$ cat src/rtl/fifo_drain_ctrl.sv
// Burst read controller: pops a fixed-length burst from a sync FIFO and
// streams it out through a 2-entry skid buffer that hides the read latency.
module fifo_drain_ctrl #(
    parameter int DATA_WIDTH = 8,
    parameter int DEPTH      = 16,
    localparam int LEN_W     = $clog2(DEPTH) + 1
) (
    input  logic                  clk,
    input  logic                  rst_,
    input  logic                  start,
    input  logic [LEN_W-1:0]      burst_len,
    output logic                  busy,
    output logic                  done,
    output logic                  fifo_rd_en,
    input  logic                  fifo_empty,
    input  logic [DATA_WIDTH-1:0] fifo_dout,
    output logic                  m_valid,
    input  logic                  m_ready,
    output logic [DATA_WIDTH-1:0] m_data,
    output logic                  m_last
);

    typedef enum logic [1:0] {
        IDLE,
        RUN,
        DONE
    } state_e;

    state_e                  state_q, state_d;
    logic [LEN_W-1:0]        len_q, len_d;
    logic [LEN_W-1:0]        issue_q, issue_d;
    logic [LEN_W-1:0]        dlv_q, dlv_d;
    logic [1:0]              occ_q, occ_d;
    logic                    infl_q, infl_d;
    logic [DATA_WIDTH-1:0]   head_q, head_d;
    logic [DATA_WIDTH-1:0]   tail_q, tail_d;
    logic                    hs;
    logic [1:0]              pend;

    assign m_valid = (occ_q != 2'd0);
    assign m_data  = head_q;
    assign m_last  = m_valid && (dlv_q == len_q - LEN_W'(1));
    assign busy    = (state_q != IDLE);
    assign done    = (state_q == DONE);
    assign hs      = m_valid && m_ready;

    // Slots committed after this edge: buffered + in flight - leaving.
    assign pend = occ_q + {1'b0, infl_q} - {1'b0, hs};

    always_comb begin
        fifo_rd_en = (state_q == RUN) && !fifo_empty &&
                     (issue_q < len_q) && (pend < 2'd2);
    end

    always_comb begin
        state_d = state_q;
        len_d   = len_q;
        issue_d = issue_q;
        dlv_d   = dlv_q;
        unique case (state_q)
            IDLE: begin
                if (start) begin
                    len_d   = burst_len;
                    issue_d = '0;
                    dlv_d   = '0;
                    state_d = (burst_len == '0) ? DONE : RUN;
                end
            end
            RUN: begin
                issue_d = issue_q + {{(LEN_W-1){1'b0}}, fifo_rd_en};
                dlv_d   = dlv_q + {{(LEN_W-1){1'b0}}, hs};
                if (hs && (dlv_q == len_q - LEN_W'(1))) begin
                    state_d = DONE;
                end
            end
            DONE: state_d = IDLE;
            default: state_d = IDLE;
        endcase
    end

    always_comb begin
        infl_d = fifo_rd_en;
        occ_d  = occ_q;
        head_d = head_q;
        tail_d = tail_q;
        unique case ({hs, infl_q})
            2'b10: begin
                head_d = tail_q;
                occ_d  = occ_q - 2'd1;
            end
            2'b01: begin
                if (occ_q == 2'd0) head_d = fifo_dout;
                else               tail_d = fifo_dout;
                occ_d = occ_q + 2'd1;
            end
            2'b11: begin
                // Head leaves while a new word lands: occupancy unchanged.
                if (occ_q == 2'd1) begin
                    head_d = fifo_dout;
                end else begin
                    head_d = tail_q;
                    tail_d = fifo_dout;
                end
            end
            default: ;
        endcase
    end

    always_ff @(posedge clk or negedge rst_) begin
        if (!rst_) begin
            state_q <= IDLE;
            len_q   <= '0;
            issue_q <= '0;
            dlv_q   <= '0;
            occ_q   <= '0;
            infl_q  <= 1'b0;
            head_q  <= '0;
            tail_q  <= '0;
        end else begin
            state_q <= state_d;
            len_q   <= len_d;
            issue_q <= issue_d;
            dlv_q   <= dlv_d;
            occ_q   <= occ_d;
            infl_q  <= infl_d;
            head_q  <= head_d;
            tail_q  <= tail_d;
        end
    end

endmodule

$ cat config.mk
export PLATFORM = sky130hd
export DESIGN_NAME = fifo_drain_ctrl
export DESIGN_NICKNAME = d
export VERILOG_FILES = /design/src/rtl/fifo_drain_ctrl.sv
export SDC_FILE = /design/constraint.sdc
export NUM_CORES = 1
export LEC_CHECK = 0
export CAP_MARGIN = 20
export CELL_PAD_IN_SITES_DETAIL_PLACEMENT = 0
export CELL_PAD_IN_SITES_GLOBAL_PLACEMENT = 1
export CORE_MARGIN = 3
export CORE_UTILIZATION = 40
export CTS_CLUSTER_DIAMETER = 40
export DETAILED_ROUTE_END_ITERATION = 8
export PLACE_DENSITY_LB_ADDON = 0.1
export SYNTH_ARGS = -nofsm -noshare
export SYNTH_HDL_FRONTEND = slang
export SYNTH_SLANG_ARGS = --single-unit
$ cat constraint.sdc
create_clock -name clk -period 6.1 [get_ports clk]
set_input_delay 0.915 -clock clk [delete_from_list [all_inputs] [get_ports clk]]
set_output_delay 0.915 -clock clk [all_outputs]
set_load 0.005 [all_outputs]
==> results.sh <==
export IMPL_outcome="completed"
export IMPL_timing_setup_critical_path_class="in2out"
export IMPL_required_ns=5.18
export IMPL_tritoncts_num_buffers=5
export IMPL_hold_start="issue_q[4]"
export IMPL_postSynthCellCount=178
export IMPL_grt_pass1_vias=1450
export IMPL_cpLargestDelayFamily="buffers and inverters"
export IMPL_critical_path_reg2reg_endpoint="issue_q[4]"
export IMPL_slew_viol_final=0
export IMPL_critical_path_cell_chain="clkdlybuf4s50_1 > nor2b_1 > ha_1 > nor2_1 > xnor2_1 > o2111a_1 > clkdlybuf4s50_1"
export IMPL_slew_limit_headroom_pct=42.9
export IMPL_irDropWorstVdd_uv=231
export IMPL_synth_sequential_area_ratio_pct=48.3
export IMPL_avgViaCountPerCell=5.17
export IMPL_netlist_area_sq_um=1870
export IMPL_antenna_cells=0
export IMPL_count_of_buffers_added_by_post_cts_timing_repair_for_setup=0
export IMPL_syn_num_nets=210
export IMPL_r2r_start="occ_q[0]"
export IMPL_setup_reg_to_reg_worst_slack_ns=3.31
export IMPL_synthDominantCellAreaShare_pct=48.3
export IMPL_largest_family_of_logic_cells_by_synthesized_area="compound AO/OA/AOI/OAI gates"
export IMPL_synth_simple_area_share_pct=11.0
export IMPL_clock_fmax_mhz=246
export IMPL_start_util_pct=42.3
export IMPL_path_max_fanout=6
export IMPL_postLayoutCellArea_sq_um=2310
export IMPL_post_synth_cell_area_avg_sq_um=10.5
export IMPL_synth_enable_flop_cells=0
export IMPL_fin_tns_setup_ns=0
export IMPL_ports_placed_on_the_boundary=31
export IMPL_critPathArrivalTime_ns=3.15
export IMPL_clk_pin_slew_ns=0.07
export IMPL_grt_first_pass_wirelength_mm=6.63
export IMPL_hold_path_class="reg2reg"
export IMPL_synth_xor_xnor_area_share_pct=5.63
export IMPL_final_period_utilization_pct=66.6
export IMPL_power_density_nw_per_um2=533
export IMPL_max_slew_worst_pin_slew_ns=0.833
export IMPL_complex_gate_fraction_of_the_synthesized_area_pct=16.6
export IMPL_drv_cap=0
export IMPL_place_congestion=0.807
export IMPL_critical_path_slowest_cell="sky130_fd_sc_hd__clkdlybuf4s50_1"
export IMPL_cts_path_max_buffers=2
export IMPL_path_common_cell="sky130_fd_sc_hd__clkdlybuf4s50_1"
export IMPL_tritoncts="built"
export IMPL_die_w_microns=74.3
export IMPL_setup_viol=0
export IMPL_worst_path_stages=7
export IMPL_timing_final_hold_violations=0
export IMPL_vias=1369
export IMPL_insertion_delay_ns=0.28
export IMPL_antenna_found_initial=0
export IMPL_grt_overflow_total=0
export IMPL_post_synth_fa_ha_maj_area_fraction_pct=9.39
export IMPL_final_routed_wire_length_divided_by_cell_count_microns=14.9
export IMPL_dp_hpwl_mm=2.92
export IMPL_hold_buffers=0
export IMPL_wirelength_mm=3.95
export IMPL_die_height_microns=74.3
export IMPL_ys_types=37
export IMPL_cell_depth_of_the_worst_min_delay_path=1
export IMPL_static_leakage_power_nw=1.02
export IMPL_synth_warnings=0
export IMPL_fin_util_pct=52.4
export IMPL_post_cts_resized=0
export IMPL_post_route_cells_drive_above_1_share_pct=12.2
export IMPL_cts_root_buffer="sky130_fd_sc_hd__clkbuf_8"
export IMPL_core_area_sq_um=4410
export IMPL_numPortBuffers=30
export IMPL_layout_nets=244
export IMPL_detail_route_iter0_violations=36
export IMPL_syn_to_final_growth_pct=24.0
export IMPL_dpl_cell_area_sq_um=2220
export IMPL_yosys_register_bits=36
export IMPL_cp_num_buf_inv=2
export IMPL_synth_main_ff_cell="sky130_fd_sc_hd__dfrtp_1"
export IMPL_drcViolationCount=0
export IMPL_synth_top_area_cell="sky130_fd_sc_hd__dfrtp_1"
export IMPL_maximum_number_of_pins_on_one_net_before_global_route_repair=37
export IMPL_muxShareOfSynthArea_pct=5.37
export IMPL_final_min_clock_period_ns=4.06
export IMPL_drt_first_pass_iters=3
export IMPL_share_of_async_settable_or_async_resettable_flops_after_synthesis_pct=100
export IMPL_endpoint_kind="output port"
export IMPL_startpoint="m_ready"
export IMPL_grt_util_all_layers_pct=15.9
export IMPL_grt_setup_unrepaired="false"
export IMPL_dieArea_sq_um=5520
export IMPL_tritoncts_num_sinks=36
export IMPL_synthTopCellsByArea="sky130_fd_sc_hd__dfrtp_1, sky130_fd_sc_hd__ha_1, sky130_fd_sc_hd__o21ai_1"
export IMPL_crit_path_start_kind="input port"
export IMPL_fp_row_count=24
export IMPL_fin_skew_ns=0.00938
export IMPL_critical_path_max_stage_delay_ns=0.52
export IMPL_worstRegToRegCells=12
export IMPL_maximum_level_of_the_cts_h_tree=2
export IMPL_postRouteAntennaNets=0
export IMPL_crit_end="fifo_rd_en"
synthesized netlist by cell type (3+ instances only):
cell type,n
sky130_fd_sc_hd__nor2_1,7
sky130_fd_sc_hd__inv_1,9
sky130_fd_sc_hd__o21ai_1,20
sky130_fd_sc_hd__nand4_1,5
sky130_fd_sc_hd__inv_2,3
sky130_fd_sc_hd__xor2_1,5
sky130_fd_sc_hd__ha_1,14
sky130_fd_sc_hd__dfrtp_1,36
sky130_fd_sc_hd__mux2_2,8
sky130_fd_sc_hd__a22oi_1,8
sky130_fd_sc_hd__a22o_1,4
sky130_fd_sc_hd__nand2_1,20
sky130_fd_sc_hd__xnor2_1,7
sky130_fd_sc_hd__nand3_1,5
routing by layer:
metal	part of all wire, %	wire length [microns]	track usage [%]	vias to the layer above
met3	3.2	128	4.46	2
met1	50	1980	21.4	650
li1	-	-	-	699
met4	0.58	23	4.15	0
met5	0	0	0	-
met2	46	1820	25.3	18
through the flow:
step | cells | setup slack [ns] | hold slack [ns] | total power [mW]
2_1_floorplan | 178 | 3.14 | 0.449 | 0.869
3_3_place_gp | 257 | 2.04 | 0.468 | 1.04
3_5_place_dp | 257 | 2.03 | 0.473 | 1.07
4_1_cts | 265 | 2.02 | 0.482 | 1.25
5_1_grt | 265 | 1.93 | 0.515 | 1.35
6_report | 265 | 2.04 | 0.479 | 1.23
cell families after synthesis:
group,after synthesis
buffers and inverters,17
xor gates and xnor gates,12
muxes,9
adders and majority gates,14
and+or+nand+nor,44
DFF,36
AOI/OAI and AO/OA,46
layout make-up:
type / count / area [sq um]
multi-input combinational: 125 / 895
clock buffer: 6 / 82.6
timing repair buffer: 32 / 315
sequential: 36 / 901
fill: 398 / 2100
clock inverter: 2 / 10.0
tap: 52 / 65.1
inverter: 12 / 45.0
placed cells by master (no fill, tap or decap), drive strengths merged, types with 4 or more instances in the layout:
cell,n
a22oi,8
nand4,5
xor2,5
dfrtp,36
xnor2,7
inv,12
nand2,20
a22o,4
o21ai,22
clkbuf,6
mux2,8
nand3,5
clkdlybuf4s50,30
ha,14
nor2,8
where the power goes:
part | internal, mW | switching (mW)
logic | 0.316 | 0.294
clock network | 0.0902 | 0.0847
registers | 0.355 | 0.0941
flip-flops by register name (all words and copies together) (netlist names):
register,cells
dlv_q,5
infl_q,1
issue_q,5
len_q,5
m_data,8
occ_q,2
state_q,2
tail_q,8
worst min path at each step:
| stage | endpoint | slack [ns] |
|---|---|---|
| after global placement | m_data[7] | 0.47 |
| after CTS | issue_q[4] | 0.48 |
| after global routing | m_data[3] | 0.52 |
| final | issue_q[4] | 0.48 |
| after detailed placement | issue_q[4] | 0.47 |
| after floorplan | issue_q[4] | 0.45 |
No activity file was read; power rests on OpenSTA's default activity.
